File: src/rtl/fifo_wr_arbiter_if.sv
// ============================================================================
//  Module   : fifo_wr_arbiter_if
//  Brief    : Requester streams and FIFO write port shared by fifo_wr_arbiter.
//  Revision : 1.0  initial release
// ============================================================================
`default_nettype none

interface fifo_wr_arbiter_if #(
    parameter int NUM_REQ    = 4,
    parameter int DATA_WIDTH = 8
);
    localparam int ID_W = (NUM_REQ > 1) ? $clog2(NUM_REQ) : 1;

    logic [NUM_REQ-1:0]            req_valid;
    logic [NUM_REQ*DATA_WIDTH-1:0] req_data;
    logic [NUM_REQ-1:0]            req_ready;
    logic                          wrt_full;
    logic                          wrt_ena;
    logic [DATA_WIDTH-1:0]         wr_data;
    logic [ID_W-1:0]               grant_id;
    logic                          busy;

    // Producers and the FIFO full flag drive this side
    modport master (
        output req_valid, req_data, wrt_full,
        input  req_ready, wrt_ena, wr_data, grant_id, busy
    );

    // The arbiter itself
    modport slave (
        input  req_valid, req_data, wrt_full,
        output req_ready, wrt_ena, wr_data, grant_id, busy
    );
endinterface

`default_nettype wire

File: src/rtl/fifo_wr_arbiter.sv
// ============================================================================
//  Module   : fifo_wr_arbiter
//  Brief    : Round-robin, burst-limited arbiter for the async FIFO write port.
//  Revision : 1.0  initial release
// ============================================================================
`default_nettype none

module fifo_wr_arbiter #(
    parameter int NUM_REQ    = 4,
    parameter int DATA_WIDTH = 8,
    parameter int BURST_LEN  = 4
) (
    input  wire logic            wrt_clk,
    input  wire logic            wrt_rst,
    fifo_wr_arbiter_if.slave     bus
);
    localparam int ID_W  = (NUM_REQ > 1) ? $clog2(NUM_REQ) : 1;
    localparam int CNT_W = $clog2(BURST_LEN + 1);

    localparam logic [0:0] S_IDLE  = 1'b0;
    localparam logic [0:0] S_GRANT = 1'b1;

    localparam logic [CNT_W-1:0] C_LAST_BEAT = CNT_W'(BURST_LEN - 1);
    localparam logic [ID_W-1:0]  C_LAST_RST  = ID_W'(NUM_REQ - 1);

    logic [0:0]       r_state;
    logic [ID_W-1:0]  r_grant;
    logic [CNT_W-1:0] r_beat_cnt;
    logic [ID_W-1:0]  r_last;

    logic [0:0]       w_state_nxt;
    logic [ID_W-1:0]  w_grant_nxt;
    logic [CNT_W-1:0] w_beat_nxt;
    logic [ID_W-1:0]  w_last_nxt;

    logic             w_gnt_valid;
    logic             w_xfer;
    logic             w_rearb;
    logic             w_hit;
    logic [ID_W-1:0]  w_base;
    logic [ID_W-1:0]  w_pick;

    // First valid index after base, wrapping; base itself is checked last
    function automatic logic [ID_W-1:0] f_pick(
        input logic [NUM_REQ-1:0] v,
        input logic [ID_W-1:0]    base
    );
        logic            found;
        logic [ID_W-1:0] res;
        int              idx;
        found = 1'b0;
        res   = base;
        for (int k = 1; k <= NUM_REQ; k++) begin
            idx = (int'(base) + k) % NUM_REQ;
            if (!found && v[idx]) begin
                found = 1'b1;
                res   = ID_W'(idx);
            end
        end
        return res;
    endfunction

    assign w_gnt_valid = bus.req_valid[r_grant];
    assign w_xfer      = (r_state == S_GRANT) && w_gnt_valid && !bus.wrt_full;
    assign w_rearb     = (r_state == S_GRANT) &&
                         ((w_xfer && (r_beat_cnt == C_LAST_BEAT)) || !w_gnt_valid);
    assign w_hit       = |bus.req_valid;
    assign w_base      = (r_state == S_GRANT) ? r_grant : r_last;
    assign w_pick      = f_pick(bus.req_valid, w_base);

    always_ff @(posedge wrt_clk or posedge wrt_rst) begin
        if (wrt_rst) begin
            r_state    <= S_IDLE;
            r_grant    <= '0;
            r_beat_cnt <= '0;
            r_last     <= C_LAST_RST;
        end else begin
            r_state    <= w_state_nxt;
            r_grant    <= w_grant_nxt;
            r_beat_cnt <= w_beat_nxt;
            r_last     <= w_last_nxt;
        end
    end

    always_comb begin
        w_state_nxt = r_state;
        w_grant_nxt = r_grant;
        w_beat_nxt  = r_beat_cnt;
        w_last_nxt  = r_last;
        case (r_state)
            S_IDLE: begin
                w_beat_nxt = '0;
                if (w_hit) begin
                    w_state_nxt = S_GRANT;
                    w_grant_nxt = w_pick;
                end
            end
            S_GRANT: begin
                if (w_rearb) begin
                    // The search wraps back to the current grantee, so any hit keeps us busy
                    w_last_nxt  = r_grant;
                    w_beat_nxt  = '0;
                    w_grant_nxt = w_hit ? w_pick : r_grant;
                    w_state_nxt = w_hit ? S_GRANT : S_IDLE;
                end else if (w_xfer) begin
                    w_beat_nxt = r_beat_cnt + 1'b1;
                end
            end
            default: begin
                w_state_nxt = S_IDLE;
                w_beat_nxt  = '0;
            end
        endcase
    end

    always_comb begin
        bus.req_ready = '0;
        bus.wrt_ena   = 1'b0;
        bus.busy      = 1'b0;
        bus.wr_data   = bus.req_data[r_grant*DATA_WIDTH +: DATA_WIDTH];
        bus.grant_id  = r_grant;
        if (r_state == S_GRANT) begin
            bus.busy               = 1'b1;
            bus.req_ready[r_grant] = !bus.wrt_full;
            bus.wrt_ena            = w_gnt_valid && !bus.wrt_full;
        end
    end

    a_no_write_when_full : assert property (
        @(posedge wrt_clk) disable iff (wrt_rst) !(bus.wrt_ena && bus.wrt_full));

    a_beat_in_range : assert property (
        @(posedge wrt_clk) disable iff (wrt_rst) r_beat_cnt <= C_LAST_BEAT);

endmodule

`default_nettype wire

File: src/flat_wrapper.sv
// flat-port wrapper written by rule: the top's interface ports become plain ports
module fifo_wr_arbiter_flat 
#(
    parameter int NUM_REQ    = 4,
    parameter int DATA_WIDTH = 8,
    parameter int BURST_LEN  = 4
)
  (wrt_clk, wrt_rst, bus_req_valid, bus_req_data, bus_wrt_full, bus_req_ready, bus_wrt_ena, bus_wr_data, bus_grant_id, bus_busy);
  fifo_wr_arbiter_if #(.NUM_REQ(NUM_REQ), .DATA_WIDTH(DATA_WIDTH)) bus_i ();
  input  wire logic wrt_clk;
  input  wire logic wrt_rst;
  input wire logic [$bits(bus_i.req_valid)-1:0] bus_req_valid;
  input wire logic [$bits(bus_i.req_data)-1:0] bus_req_data;
  input wire logic [$bits(bus_i.wrt_full)-1:0] bus_wrt_full;
  output wire logic [$bits(bus_i.req_ready)-1:0] bus_req_ready;
  output wire logic [$bits(bus_i.wrt_ena)-1:0] bus_wrt_ena;
  output wire logic [$bits(bus_i.wr_data)-1:0] bus_wr_data;
  output wire logic [$bits(bus_i.grant_id)-1:0] bus_grant_id;
  output wire logic [$bits(bus_i.busy)-1:0] bus_busy;
  assign bus_i.req_valid = bus_req_valid;
  assign bus_i.req_data = bus_req_data;
  assign bus_i.wrt_full = bus_wrt_full;
  assign bus_req_ready = bus_i.req_ready;
  assign bus_wrt_ena = bus_i.wrt_ena;
  assign bus_wr_data = bus_i.wr_data;
  assign bus_grant_id = bus_i.grant_id;
  assign bus_busy = bus_i.busy;
  fifo_wr_arbiter #(.NUM_REQ(NUM_REQ), .DATA_WIDTH(DATA_WIDTH), .BURST_LEN(BURST_LEN)) u_core (.wrt_clk(wrt_clk), .wrt_rst(wrt_rst), .bus(bus_i));
endmodule
File: config.mk
export PLATFORM = sky130hd
export DESIGN_NAME = fifo_wr_arbiter_flat
export DESIGN_NICKNAME = d
export VERILOG_FILES = /design/src/rtl/fifo_wr_arbiter_if.sv /design/src/rtl/fifo_wr_arbiter.sv /design/src/flat_wrapper.sv
export SDC_FILE = /design/constraint.sdc
export NUM_CORES = 1
export LEC_CHECK = 0
export BUFFER_PORTS_ARGS = -buffer_cell sky130_fd_sc_hd__buf_2
export CAP_MARGIN = 5
export CORE_MARGIN = 1
export CORE_UTILIZATION = 39
export CTS_CLUSTER_DIAMETER = 60
export DETAILED_ROUTE_END_ITERATION = 16
export PLACE_DENSITY = 0.9
export RECOVER_POWER = 25
export SLEW_MARGIN = 20
export SYNTH_ARGS = -nofsm -noshare
export SYNTH_HDL_FRONTEND = slang
export SYNTH_SLANG_ARGS = --single-unit
export TNS_END_PERCENT = 10
File: constraint.sdc
create_clock -name wrt_clk -period 2 [get_ports wrt_clk]
set_clock_uncertainty 0.15 [all_clocks]
set_input_delay 0.6 -clock wrt_clk [delete_from_list [all_inputs] [get_ports wrt_clk]]
set_output_delay 0.6 -clock wrt_clk [all_outputs]
set_load 0.02 [all_outputs]
==> results.tsv <==
stage	metric	value	unit
status	outcome	finished, violations left	
status	violations	setup timing	
critical_path	start_kind	flip-flop	
cells_and_area	nNetsFinal	176	
pwr	switching_share	44.3	%
critical_path	r2r_slack	-0.03	ns
critical_path	end_kind	output pin	
routing	drt_first_iter_violations	24	
sta	rsz0062_at_grt	true	
logic_synthesis	yosys_warnings	0	
floorplan	initial_core_util	42.2	%
floorplan	rows	15	
floorplan	die_h	45.5	µm
critical_path	max_stage_delay	0.52	ns
routing	wl_met1	1060	µm
place	place_area	1100	µm²
critical_path	worstPathArrival	1.59	ns
pwr	p_clk_share	7.8	%
floorplan	pin_count	55	
place	port_buffers	54	
grt	gr-total-overflow	0	
routing	top_layer	met4	
sta	slew_headroom	62.4	%
sta	finalHoldViolations	0	
grt	antenna_found_initial	0	
cts	hold_buffers	0	
critical_path	cp.required	1.25	ns
cts	h-tree-depth	1	
grt	grt_util_all_layers	22.5	%
critical_path	worstReg2RegEnd	u_core.r_last[0]	
sta	slew_viol_final	0	
pwr	cellLeakagePower	0.607	nW
sta	fin_ws	-0.344	ns
critical_path	crit_start	u_core.bus.grant_id[0]	
pwr	finalPower	1.73	mW
logic_synthesis	synth_cell_types	29	
critical_path	path_depth	3	
critical_path	crit_buf_inv	2	
routing	wl_met2	1610	µm
cells_and_area	nFillCells	129	
floorplan	fp.dieArea	2070	µm²
logic_synthesis	netlist_instances	69	
critical_path	cp_cell_sequence	clkbuf_16 -> mux4_2 -> buf_2	
cts	cts-buffers-inserted	3	
critical_path	r2r_cells	5	
grt	grt_max_degree	12	
critical_path	crit_end	bus_wr_data[2]	
routing	drc	0	
floorplan	coreArea	1750	µm²
sta	setup_viol	15	
pwr	power_density	1440	nW/µm²
logic_synthesis	synth.cell_area	737	µm²
routing	post_drt_wl_per_cell	19.0	µm
routing	detail-route-antenna-nets	0	
cts	clock_latency	0.26	ns
pwr	seq_power_share	17.7	%
logic_synthesis	synth_sequential_area_ratio	27.5	%
cts	cts_tree	yes	
cts	clock-sinks	8	
routing	via_per_inst	5.81	
cells_and_area	antennaDiodeCount	0	
critical_path	cp_max_fo	5	
hold_path	hold_path_class	primary input to async pin	
logic_synthesis	synthesis.nets	110	
pwr	switchingPower	764	µW
grt	grt_pass1_vias	843	
place	gp_congestion	0.788	
run	max_cap_violations	0	
critical_path	r2r-start	u_core.bus.grant_id[0]	
logic_synthesis	synth_area_per_cell	10.7	µm²
cts	clockBufferDepth	2	
sta	timing.fmax	0.427	GHz
sta	min_period	2.34	ns
routing	routed-wl-met3	276	µm
logic_synthesis	synth-seq-cells	8	
sta	worst_slew_pin_slew	0.549	ns
cells_and_area	finish.instance_area	1200	µm²
routing	wl	3020	µm
cts	root_buffer	clkbuf_4	
pwr	power_frac_comb	74.5	%
pwr	p_int	962	µW
grt	grt_pass1_wl	3350	µm
routing	dr.pass1.iters	4	
place	hpwlAfterDp	1820	µm
cts	clk_pin_slew	0.06	ns
critical_path	path_delay_family	multiplexers	
sta	period_share	117	%
pwr	ir_drop	0.645	mV
cells_and_area	drive_gt1_share	65.7	%
cells_and_area	area_growth	62.8	%
critical_path	path_class	flip-flop to output pin	
routing	num_vias	924	
floorplan	die_w	45.5	µm
critical_path	critPathSlowestCell	mux4_2	
-- how the worst min path moves through the flow --
stage                        endpoint  slack [ns]  cells after the start            startpoint
2_1_floorplan  u_core.bus.grant_id[1]        0.26                      1               wrt_rst
3_3_place_gp     u_core.r_beat_cnt[2]        0.36                      2  u_core.r_beat_cnt[2]
3_5_place_dp     u_core.r_beat_cnt[2]        0.38                      2  u_core.r_beat_cnt[2]
4_1_cts                u_core.r_state        0.13                      2               wrt_rst
5_1_grt          u_core.r_beat_cnt[1]        0.14                      2               wrt_rst
6_report         u_core.r_beat_cnt[1]        0.12                      2               wrt_rst
-- what timing repair did --
item	CTS	global route
endpoints found under the setup margin	11	13
pin swaps	0	1
gates resized for setup	4	14
setup buffers	1	1
gates cloned	0	1
-- routing by layer --
metal	vias to the layer above	global-route usage, %
li1	393	-
met1	451	20.9
met4	0	18.2
met2	70	41.7
met3	10	4.37
met5	-	0
-- flip-flops by register name, summed over array words and instances (netlist names) --
signal and flops:
u_core.bus.grant_id 2, u_core.r_beat_cnt 3, u_core.r_last 2, u_core.r_state 1
-- area by class of cell --
cell class	count	area, µm²	area share [%]
Inverter	4	15.0	1.25
Timing Repair Buffer	66	419	34.9
Multi-Input combinational cell	52	503	41.9
Sequential cell	8	205	17.1
Tap cell	25	31.3	2.61
Clock buffer	4	26.3	2.19
-- power groups by stage --
stage / registers [mW] / logic, mW / clock network, mW
floorplan: 0.300 / 0.693 / 0
global placement: 0.288 / 0.998 / 0
detailed placement: 0.295 / 1.04 / 0
CTS: 0.292 / 1.07 / 0.138
global route: 0.316 / 1.35 / 0.152
finish: 0.306 / 1.29 / 0.134
-- cell usage after synthesis --
library cell	number	area [µm²]
a211oi_1	1	7.51
a21boi_2	1	11.3
a21oi_1	4	20.0
a22oi_1	1	7.51
a31oi_1	1	6.26
a32o_1	1	10.0
a32oi_1	1	8.76
a41oi_1	1	8.76
buf_1	1	3.75
buf_2	2	10.0
buf_6	1	11.3
clkbuf_1	1	3.75
dfrtp_1	6	150
dfstp_2	2	52.6
ha_1	2	25.0
inv_1	4	15.0
mux2_1	2	22.5
mux2i_1	2	20.0
mux4_1	3	78.8
mux4_2	6	135
nand2_1	3	11.3
nand2b_1	4	25.0
nand3_1	1	5.00
nand3_2	1	10.0
nor2_1	9	33.8
nor2b_1	2	12.5
nor3_1	4	20.0
o21ai_0	1	5.00
o22ai_1	1	6.26
-- per-stage QoR --
stage | utilization, % | setup WS (ns) | hold slack (ns) | setup TNS [ns] | instances
2_1_floorplan | - | -0.125 | 0.264 | -0.826 | 69
3_3_place_gp | 62.8 | -0.243 | 0.363 | -0.956 | 152
3_5_place_dp | 62.8 | -0.247 | 0.378 | -1.08 | 152
4_1_cts | 65.4 | -0.311 | 0.127 | -2.61 | 157
5_1_grt | 68.7 | -0.376 | 0.144 | -3.77 | 159
6_report | 68.7 | -0.344 | 0.123 | -3.07 | 159
-- cell usage in the layout (no fill, tap or decap), types with 2 or more instances in the layout --
cell / n
ha_1: 2
inv_1: 4
nor2_1: 9
nand2b_1: 4
dfrtp_2: 2
nand2_1: 2
nor3_2: 2
buf_2: 47
buf_6: 3
dfrtp_1: 4
clkbuf_4: 3
buf_4: 14
dfstp_2: 2
nor2b_1: 2
mux2i_1: 2
nor3_1: 2
mux4_2: 9
a21oi_1: 4
-- kinds of logic (layout without fill, tap and decap cells) --
logic type	after synthesis	after routing	share of synthesized area (%)
AND/OR/NAND/NOR	24	24	16.0
AO/OA/AOI/OAI	13	13	12.4
multiplexers	13	13	34.8
buffers and inverters	9	74	5.94
flip-flops	8	8	27.5
adder cells (fa/ha/maj)	2	2	3.40
No activity file was read; power rests on OpenSTA's default activity.
